==> src/rtl/bank_scheduler_nport_if.sv <==
// Bus bundle for one bank scheduler instance.
// Requester side: request, grant and read response. Bank side: registered BRAM command and read data.
interface bank_scheduler_nport_if #(
    parameter int NUM_PORTS       = 4,
    parameter int ADDR_WIDTH      = 13,
    parameter int BANK_ADDR_WIDTH = 11,
    parameter int DATA_WIDTH      = 32,
    parameter int CNT_WIDTH       = 16
);
    logic [NUM_PORTS-1:0]            req_valid;
    logic [NUM_PORTS*ADDR_WIDTH-1:0] req_addr;
    logic [NUM_PORTS*DATA_WIDTH-1:0] req_wdata;
    logic [NUM_PORTS-1:0]            req_we;
    logic [NUM_PORTS-1:0]            req_ready;
    logic [NUM_PORTS-1:0]            rsp_valid;
    logic [DATA_WIDTH-1:0]           rsp_rdata;
    logic                            mem_en;
    logic                            mem_we;
    logic [BANK_ADDR_WIDTH-1:0]      mem_addr;
    logic [DATA_WIDTH-1:0]           mem_wdata;
    logic [DATA_WIDTH-1:0]           mem_rdata;
    logic [CNT_WIDTH-1:0]            conflict_cnt;

    modport slave (
        input  req_valid, req_addr, req_wdata, req_we, mem_rdata,
        output req_ready, rsp_valid, rsp_rdata, mem_en, mem_we, mem_addr, mem_wdata, conflict_cnt
    );

    modport master (
        output req_valid, req_addr, req_wdata, req_we, mem_rdata,
        input  req_ready, rsp_valid, rsp_rdata, mem_en, mem_we, mem_addr, mem_wdata, conflict_cnt
    );
endinterface

==> src/rtl/bank_scheduler_nport.sv <==
// N-port arbiter in front of one BRAM bank.
// It grants one in-window request per cycle, registers the bank command, returns tagged read data and counts contention.
module bank_scheduler_nport #(
    parameter int NUM_PORTS       = 4,
    parameter int ADDR_WIDTH      = 13,
    parameter int BANK_ADDR_WIDTH = 11,
    parameter int DATA_WIDTH      = 32,
    parameter int LOWER_ADDR      = 0,
    parameter int UPPER_ADDR      = 2047,
    parameter int RR_MODE         = 1,
    parameter int MEM_LATENCY     = 1,
    parameter int CNT_WIDTH       = 16
) (
    input  logic                  clk,
    input  logic                  rst,
    bank_scheduler_nport_if.slave bus
);
    localparam int PTR_W = (NUM_PORTS > 1) ? $clog2(NUM_PORTS) : 1;
    localparam int DEPTH = MEM_LATENCY + 1;
    localparam logic [ADDR_WIDTH-1:0] LO   = ADDR_WIDTH'(LOWER_ADDR);
    localparam logic [ADDR_WIDTH-1:0] SPAN = ADDR_WIDTH'(UPPER_ADDR - LOWER_ADDR);

    logic [ADDR_WIDTH-1:0]      offset [NUM_PORTS];
    logic [NUM_PORTS-1:0]       elig;
    logic                       grant_vld;
    logic [PTR_W-1:0]           grant_idx;
    logic [PTR_W-1:0]           cand;
    logic                       multi;

    logic [PTR_W-1:0]           rr_ptr_q, rr_ptr_d;
    logic [CNT_WIDTH-1:0]       cnt_q, cnt_d;
    logic                       mem_en_q, mem_we_q;
    logic [BANK_ADDR_WIDTH-1:0] mem_addr_q;
    logic [DATA_WIDTH-1:0]      mem_wdata_q;
    logic [DEPTH-1:0]           pipe_vld_q;
    logic [PTR_W-1:0]           pipe_idx_q [DEPTH];
    logic [NUM_PORTS-1:0]       rsp_valid_q;
    logic [DATA_WIDTH-1:0]      rsp_rdata_q;

    // A single unsigned compare on the wrapped offset covers both window bounds.
    always_comb begin
        for (int i = 0; i < NUM_PORTS; i++) begin
            offset[i] = bus.req_addr[i*ADDR_WIDTH +: ADDR_WIDTH] - LO;
            elig[i]   = bus.req_valid[i] && (offset[i] <= SPAN);
        end
    end

    always_comb begin
        grant_vld = 1'b0;
        grant_idx = '0;
        cand      = '0;
        for (int k = 0; k < NUM_PORTS; k++) begin
            if (RR_MODE != 0)
                cand = PTR_W'((int'(rr_ptr_q) + k) % NUM_PORTS);
            else
                cand = PTR_W'(k);
            if (!grant_vld && elig[cand]) begin
                grant_vld = 1'b1;
                grant_idx = cand;
            end
        end
    end

    always_comb begin
        rr_ptr_d = rr_ptr_q;
        if (RR_MODE != 0 && grant_vld)
            rr_ptr_d = (grant_idx == PTR_W'(NUM_PORTS - 1)) ? '0 : grant_idx + PTR_W'(1);
        multi = |(elig & (elig - NUM_PORTS'(1)));
        cnt_d = (multi && cnt_q != '1) ? cnt_q + CNT_WIDTH'(1) : cnt_q;
    end

    always_ff @(posedge clk) begin
        if (rst) begin
            rr_ptr_q    <= '0;
            cnt_q       <= '0;
            mem_en_q    <= 1'b0;
            mem_we_q    <= 1'b0;
            mem_addr_q  <= '0;
            mem_wdata_q <= '0;
            pipe_vld_q  <= '0;
            for (int s = 0; s < DEPTH; s++) pipe_idx_q[s] <= '0;
            rsp_valid_q <= '0;
            rsp_rdata_q <= '0;
        end else begin
            rr_ptr_q <= rr_ptr_d;
            cnt_q    <= cnt_d;
            mem_en_q <= grant_vld;
            mem_we_q <= grant_vld && bus.req_we[grant_idx];
            if (grant_vld) begin
                mem_addr_q  <= offset[grant_idx][BANK_ADDR_WIDTH-1:0];
                mem_wdata_q <= bus.req_wdata[grant_idx*DATA_WIDTH +: DATA_WIDTH];
            end
            // Stage s is valid in cycle grant+1+s, so the last stage lines up with mem_rdata.
            pipe_vld_q[0] <= grant_vld && !bus.req_we[grant_idx];
            pipe_idx_q[0] <= grant_idx;
            for (int s = 1; s < DEPTH; s++) begin
                pipe_vld_q[s] <= pipe_vld_q[s-1];
                pipe_idx_q[s] <= pipe_idx_q[s-1];
            end
            rsp_valid_q <= pipe_vld_q[DEPTH-1] ? (NUM_PORTS'(1) << pipe_idx_q[DEPTH-1]) : '0;
            if (pipe_vld_q[DEPTH-1])
                rsp_rdata_q <= bus.mem_rdata;
        end
    end

    assign bus.req_ready    = (grant_vld && !rst) ? (NUM_PORTS'(1) << grant_idx) : '0;
    assign bus.mem_en       = mem_en_q;
    assign bus.mem_we       = mem_we_q;
    assign bus.mem_addr     = mem_addr_q;
    assign bus.mem_wdata    = mem_wdata_q;
    assign bus.rsp_valid    = rsp_valid_q;
    assign bus.rsp_rdata    = rsp_rdata_q;
    assign bus.conflict_cnt = cnt_q;
endmodule

==> src/flat_wrapper.sv <==
// flat-port wrapper written by rule: the top's interface ports become plain ports
module bank_scheduler_nport_flat 
#(
    parameter int NUM_PORTS       = 4,
    parameter int ADDR_WIDTH      = 13,
    parameter int BANK_ADDR_WIDTH = 11,
    parameter int DATA_WIDTH      = 32,
    parameter int LOWER_ADDR      = 0,
    parameter int UPPER_ADDR      = 2047,
    parameter int RR_MODE         = 1,
    parameter int MEM_LATENCY     = 1,
    parameter int CNT_WIDTH       = 16
)
  (clk, rst, bus_req_valid, bus_req_addr, bus_req_wdata, bus_req_we, bus_mem_rdata, bus_req_ready, bus_rsp_valid, bus_rsp_rdata, bus_mem_en, bus_mem_we, bus_mem_addr, bus_mem_wdata, bus_conflict_cnt);
  bank_scheduler_nport_if #(.NUM_PORTS(NUM_PORTS), .ADDR_WIDTH(ADDR_WIDTH), .BANK_ADDR_WIDTH(BANK_ADDR_WIDTH), .DATA_WIDTH(DATA_WIDTH), .CNT_WIDTH(CNT_WIDTH)) bus_i ();
  input  logic clk;
  input  logic rst;
  input wire logic [$bits(bus_i.req_valid)-1:0] bus_req_valid;
  input wire logic [$bits(bus_i.req_addr)-1:0] bus_req_addr;
  input wire logic [$bits(bus_i.req_wdata)-1:0] bus_req_wdata;
  input wire logic [$bits(bus_i.req_we)-1:0] bus_req_we;
  input wire logic [$bits(bus_i.mem_rdata)-1:0] bus_mem_rdata;
  output wire logic [$bits(bus_i.req_ready)-1:0] bus_req_ready;
  output wire logic [$bits(bus_i.rsp_valid)-1:0] bus_rsp_valid;
  output wire logic [$bits(bus_i.rsp_rdata)-1:0] bus_rsp_rdata;
  output wire logic [$bits(bus_i.mem_en)-1:0] bus_mem_en;
  output wire logic [$bits(bus_i.mem_we)-1:0] bus_mem_we;
  output wire logic [$bits(bus_i.mem_addr)-1:0] bus_mem_addr;
  output wire logic [$bits(bus_i.mem_wdata)-1:0] bus_mem_wdata;
  output wire logic [$bits(bus_i.conflict_cnt)-1:0] bus_conflict_cnt;
  assign bus_i.req_valid = bus_req_valid;
  assign bus_i.req_addr = bus_req_addr;
  assign bus_i.req_wdata = bus_req_wdata;
  assign bus_i.req_we = bus_req_we;
  assign bus_i.mem_rdata = bus_mem_rdata;
  assign bus_req_ready = bus_i.req_ready;
  assign bus_rsp_valid = bus_i.rsp_valid;
  assign bus_rsp_rdata = bus_i.rsp_rdata;
  assign bus_mem_en = bus_i.mem_en;
  assign bus_mem_we = bus_i.mem_we;
  assign bus_mem_addr = bus_i.mem_addr;
  assign bus_mem_wdata = bus_i.mem_wdata;
  assign bus_conflict_cnt = bus_i.conflict_cnt;
  bank_scheduler_nport #(.NUM_PORTS(NUM_PORTS), .ADDR_WIDTH(ADDR_WIDTH), .BANK_ADDR_WIDTH(BANK_ADDR_WIDTH), .DATA_WIDTH(DATA_WIDTH), .LOWER_ADDR(LOWER_ADDR), .UPPER_ADDR(UPPER_ADDR), .RR_MODE(RR_MODE), .MEM_LATENCY(MEM_LATENCY), .CNT_WIDTH(CNT_WIDTH)) u_core (.clk(clk), .rst(rst), .bus(bus_i));
endmodule
==> config.mk <==
export PLATFORM = sky130hd
export DESIGN_NAME = bank_scheduler_nport_flat
export DESIGN_NICKNAME = d
export VERILOG_FILES = /design/src/rtl/bank_scheduler_nport_if.sv /design/src/rtl/bank_scheduler_nport.sv /design/src/flat_wrapper.sv
export SDC_FILE = /design/constraint.sdc
export NUM_CORES = 1
export LEC_CHECK = 0
export ABC_AREA = 0
export BUFFER_PORTS_ARGS = -buffer_cell sky130_fd_sc_hd__buf_2
export CORE_AREA = 4 4 125 127
export DETAILED_ROUTE_END_ITERATION = 8
export DIE_AREA = 0 0 129 131
export PLACE_DENSITY_LB_ADDON = 0.08
export REMOVE_ABC_BUFFERS = 1
export SLEW_MARGIN = 20
export SYNTH_ARGS = -nofsm -noshare
export SYNTH_HDL_FRONTEND = slang
export SYNTH_SLANG_ARGS = --single-unit
export TNS_END_PERCENT = 50
==> constraint.sdc <==
create_clock -name clk -period 5.9 [get_ports clk]
set_clock_uncertainty 0.2 [all_clocks]
set_input_delay 0.59 -clock clk [delete_from_list [all_inputs] [get_ports clk]]
set_output_delay 0.59 -clock clk [all_outputs]
set_load 0.1 [all_outputs]
# Word-level counts from Yosys, hierarchy flattened
# Memory sizes are Yosys's and may differ from the RTL's.
# Cells that the tools add are included.
# op_classes
shifts,3
n_mux,28
eq_ne,2
n_lt_le_gt_ge,10
add_sub_neg,6
n_reduce_logical,18
bitwise_logic,5
# ops
op,n
$shiftx 128x8->32,1
$le 13x11->1 const B,4
$bmux 13 s2,1
$mux 11,2
$add 16x1->16 const B,1
$ne 16x16->1 const B,1
$lt 2x3->1 const B,5
$mux 2,7
$mux 1,12
$logic_and 1x1->1,11
$bmux 1 s2,5
$shl 1x2->4 const A,2
$logic_not 1->1,5
$add 2x1->2 const B,2
$add 2x2->2 const B,2
$and 4x4->4,1
$mux 4,1
$reduce_or 4->1,1
$sub 4x1->4 const B,1
$ge 3x3->1 const B,1
$not 2->3,1
$eq 2x2->1 const B,1
$or 1x1->1,2
$reduce_or 2->1,1
$not 1->1,1
# word_totals
reg_bits,101
wordCells,82
ramBits,4
out_inout_bits,101
n_memories,1
# memory_table
name,words,width,rd,rd_clocked_by_memory_dff,write_ports,line,source
u_core.pipe_idx_q,2,2,2,0,2,bank_scheduler_nport.sv:36,logic [PTR_W-1:0] pipe_idx_q [DEPTH];

# Logic depth before layout (Yosys ltp)
# depth
word_depth,18
depth_mapped,8

# Least setup slack after synthesis
# No wires, ideal clock.
# synth_timing
path_kind,input port to output port
from,input bus_req_addr[37]
to,output bus_req_ready[2]
n_path_buf,2
arrival_time_ns,2.687
path_stages,7
slack_ns,2.423
path_cell_list,or3b_4 o311a_1 buf_6 nor2_8 buf_6 ha_1 and2_1
# synth_via
elab_chain_len,16
# synth_rtl
item,line,source
start: declaration,flat_wrapper.sv:19,input wire logic [$bits(bus_i.req_addr)-1:0] bus_req_addr;
$le 13x11->1 *,bank_scheduler_nport.sv:44,elig[i] = bus.req_valid[i] && (offset[i] <= SPAN);
$logic_and 1x1->1 *,bank_scheduler_nport.sv:44,
$bmux 1 s2,bank_scheduler_nport.sv:57,if (!grant_vld && elig[cand]) begin
$mux 1 (not written as such),bank_scheduler_nport.sv:57,
$mux 1,bank_scheduler_nport.sv:57,
$logic_not 1->1,bank_scheduler_nport.sv:57,
$logic_and 1x1->1,bank_scheduler_nport.sv:57,
$mux 1,bank_scheduler_nport.sv:57,
$logic_not 1->1,bank_scheduler_nport.sv:57,
$logic_and 1x1->1,bank_scheduler_nport.sv:57,
$mux 1,bank_scheduler_nport.sv:57,
$logic_not 1->1,bank_scheduler_nport.sv:57,
$logic_and 1x1->1,bank_scheduler_nport.sv:57,
$mux 2 *,bank_scheduler_nport.sv:57,
via u_core.grant_idx[1],bank_scheduler_nport.sv:26,logic [PTR_W-1:0] grant_idx;
$shl 1x2->4 *,bank_scheduler_nport.sv:106,assign bus.req_ready = (grant_vld && !rst) ? (NUM_PORTS'(1) << grant_idx) : '0;
$mux 4 *,bank_scheduler_nport.sv:106,
end: declaration,flat_wrapper.sv:23,output wire logic [$bits(bus_i.req_ready)-1:0] bus_req_ready;
# Mark *: on every way through the listed nets, which the timed path passes. The rest lies on a longest branch. The select of a mux whose other input is x is not followed.

# Worst setup path in the final report
# layout_timing
from,input bus_req_valid[2]
to,output bus_req_ready[3]
# layout_via
elab_chain_len,15
# layout_rtl
item,line,source
start: declaration,flat_wrapper.sv:18,input wire logic [$bits(bus_i.req_valid)-1:0] bus_req_valid;
$logic_and 1x1->1 *,bank_scheduler_nport.sv:44,
$bmux 1 s2,bank_scheduler_nport.sv:57,
$mux 1 (not written as such),bank_scheduler_nport.sv:57,
$mux 1,bank_scheduler_nport.sv:57,
$logic_not 1->1,bank_scheduler_nport.sv:57,
$logic_and 1x1->1,bank_scheduler_nport.sv:57,
$mux 1,bank_scheduler_nport.sv:57,
$logic_not 1->1,bank_scheduler_nport.sv:57,
$logic_and 1x1->1,bank_scheduler_nport.sv:57,
$mux 1,bank_scheduler_nport.sv:57,
$logic_not 1->1,bank_scheduler_nport.sv:57,
$logic_and 1x1->1,bank_scheduler_nport.sv:57,
$mux 2 / $mux 1 (equally long branches),bank_scheduler_nport.sv:57,
$shl 1x2->4 / $logic_and 1x1->1 (equally long branches),bank_scheduler_nport.sv:106,
$mux 4 *,bank_scheduler_nport.sv:106,
# Every way passes the cells marked *; elsewhere a longest branch is shown, timed or not. The select of a mux whose other input is x is not followed.

==> results.txt <==
top_reg_cell synth = dfxtp_1
fin crit period = 4.28 ns
drt pass-1 iters = 4
Max stage delay cell, worst path = or2_1
cell chain of the critical path = buf_2, nor3b_2, buf_4, nor4_1, or2_1, inv_1, buf_4, and2_1, buf_2
WP data required = 5.11 ns
Max Slew Vio Count = 0
number of CTS-inserted buffers = 9
dominant cell type by area after synthesis = dfxtp_1
status = finished clean
Tot Pwr = 2.14 mW
fill count = 1380
max_slew headroom = 29.4%
Synth cell types = 60
Placed Area = 0.00735 sq mm
Synth Area in Compound Gates = 21.4%
CTS tree = yes
total grt overflow = 0
initial DRC count = 227
setup bufs post-CTS = 0
post-synthesis xor/xnor area fraction = 0%
setup_tns = 0 ns
die area = 0.0169 sq mm
#FFs+latches synth = 105
buffer and inverter count on the worst path = 5
hpwl dp = 15000 um
Worst VDD drop = 0.000126 V
EDFF count, synth = 0
RSZ-0062 raised after global routing = false
share of cells above drive strength 1 = 42.4%
Layout Cells excl Fill = 1112
setup violators final = 0
startpoint types = input pin
worst setup margin = 1.62 ns
Post-synth ARST share = 0%
CTS sink cnt = 105
slew of the pin with the lowest slew margin = 1.06 ns
drt drc = 0
crit-path leading delay family = simple AND/OR/NAND/NOR gates
Final Hold Fails = 0
CTS root buf = clkbuf_16
clock slew at reported path FFs = 0.07 ns
number of global-route vias before repair = 5751
die width = 129 um
peak fanout along the critical path = 22
FMAX = 0.233 GHz
# rows = 44
Clk Latency, worst-skew pair = 0.34 ns
Hold WC Path Type = reg2reg
syn avg cell area = 9.00 sq um
Tcrit/Tclk final = 72.6%
Synth Area in Adders = 1.27%
cell count after placement = 1095
Antenna Nets Post-Route = 0
CTS resizes = 0
H-tree depth = 3
sequential fraction of the synthesis area = 36.9%
CORE AREA = 0.0144 sq mm
Power Dens Cells = 280 mW/mm^2
Initial Util = 39.5%
layout net count = 1149
list of most frequent post-synthesis cells = 105 x dfxtp_1, 66 x mux2i_1, 65 x nand3_1, 45 x nor2_1, 43 x inv_1
Longest Clk Path Bufs = 2
total track usage = 21.7%
synth top area cells = dfxtp_1 37%, mux2i_1 12%, nand3_1 5.7%, o211ai_2 4.2%, a32o_1 3.0%
first-pass GRT wire length = 29100 um
DR vias = 5927
crit path capture type = primary output
top-count cell post-synth = dfxtp_1
Yosys top cell area share = 36.9%
chip height = 131 um
I/O pin count = 323
Port Buffers = 322
Synth warnings = 0
post-synthesis mux area share = 13.2%
Post-CTS Hold Fix Bufs = 0
CP peak stage delay = 0.75 ns
post-route cell area = 0.00765 sq mm
Max Cap Viol = 0
routability cong. = 0.843
initial antenna violation count = 4
CP Data Arrival Time = 3.49 ns
routed wire length = 19700 um
area of the mapped netlist = 0.00570 sq mm
Crit Path Class = in2out
drt via density = 5.33
largest net degree at the start of global routing = 65
WL/cell = 17.7 um
Area Growth Syn to Fin = 34.3%
post-synthesis cell count = 633
post-synthesis simple-gate area fraction = 19.2%
worst slack, placed = 1.65 ns
leak pwr = 3.64 nW
combinational family with the most area after synthesis = compound AO/OA/AOI/OAI gates
sequential cells by signal (all words and copies together), names as in the netlist:
signal	flops
u_core.bus.mem_wdata	32
u_core.bus.rsp_rdata	32
u_core.bus.conflict_cnt	16
u_core.bus.mem_addr	11
u_core.bus.rsp_valid	4
u_core.pipe_idx_q	4
u_core.pipe_vld_q	2
u_core.rr_ptr_q	2
u_core.bus.mem_en	1
u_core.bus.mem_we	1
metal layers:
layer  track usage (%)  wire length, um
met1              24.4             7300
met2              38.6            10100
met5                 0               27
met4              8.77              484
met3              6.30             1760
cell families (layout without fill, tap and decap cells):
group	Yosys count	in the layout
and+or+nand+nor	205	205
AOI/OAI and AO/OA	146	146
DFF	105	105
buffers and inverters	97	390
muxes	74	74
adders and majority gates	6	6
other	0	2
final cells by class:
class | count | area [sq um] | area share (%)
diodes | 2 | 5.00 | 0.0654
clock buffers | 9 | 225 | 2.94
clock inverters | 6 | 73.8 | 0.965
inverters | 44 | 165 | 2.16
multi-input cells | 431 | 3170 | 41.4
flip-flops and latches | 105 | 2100 | 27.5
well taps | 184 | 230 | 3.01
repair buffers | 331 | 1680 | 21.9
through the flow:
| stage | util [%] | hold slack, ns |
|---|---|---|
| after CTS | 53.0 | 0.242 |
| after global routing | 53.1 | 0.258 |
| after global placement | 50.9 | 0.225 |
| final | 53.1 | 0.240 |
| after detailed placement | 50.9 | 0.225 |
| after floorplan | - | 0.214 |
path summary, 6_finish.rpt:
| check | start | to | slack (ns) | cells past startpoint |
|---|---|---|---|---|
| max | bus_req_valid[2] | bus_req_ready[3] | 1.62 | 9 |
| min reg2reg | u_core.pipe_idx_q[0][1] | u_core.pipe_idx_q[0][3] | 0.24 | 1 |
| min | u_core.pipe_idx_q[0][1] | u_core.pipe_idx_q[0][3] | 0.24 | 1 |
| max reg2reg | u_core.rr_ptr_q[0] | u_core.bus.mem_wdata[4] | 3.10 | 7 |
power by group:
part	internal, mW	leakage [nW]	switching (mW)
clock network	0.333	0.147	0.272
logic	0.188	2.63	0.554
registers	0.759	0.857	0.0337
layout by cell type (no fill, tap or decap), types with 2 or more instances in the layout:
| master | n |
|---|---|
| a211o_1 | 19 |
| inv_6 | 3 |
| nand3_1 | 65 |
| ha_1 | 5 |
| o211ai_2 | 19 |
| o21ai_0 | 28 |
| or3b_1 | 3 |
| o22ai_2 | 2 |
| o31ai_1 | 5 |
| a22oi_1 | 2 |
| nand4_1 | 2 |
| or4b_4 | 2 |
| o221ai_1 | 7 |
| nor4b_2 | 2 |
| nor3b_2 | 2 |
| inv_1 | 43 |
| and3_1 | 3 |
| buf_4 | 9 |
| nor3b_1 | 3 |
| a32o_1 | 17 |
| nand2_1 | 36 |
| or4_1 | 5 |
| dfxtp_1 | 104 |
| mux2_2 | 4 |
| mux2i_1 | 66 |
| a21oi_1 | 8 |
| diode_2 | 2 |
| o21ai_1 | 12 |
| nor2b_1 | 12 |
| a32oi_1 | 17 |
| or3_1 | 3 |
| buf_2 | 322 |
| and2_1 | 4 |
| mux2_1 | 4 |
| nor4_1 | 7 |
| nor2_1 | 45 |
| clkinv_4 | 2 |
| clkbuf_16 | 9 |
(Power assumes the default switching activity.)
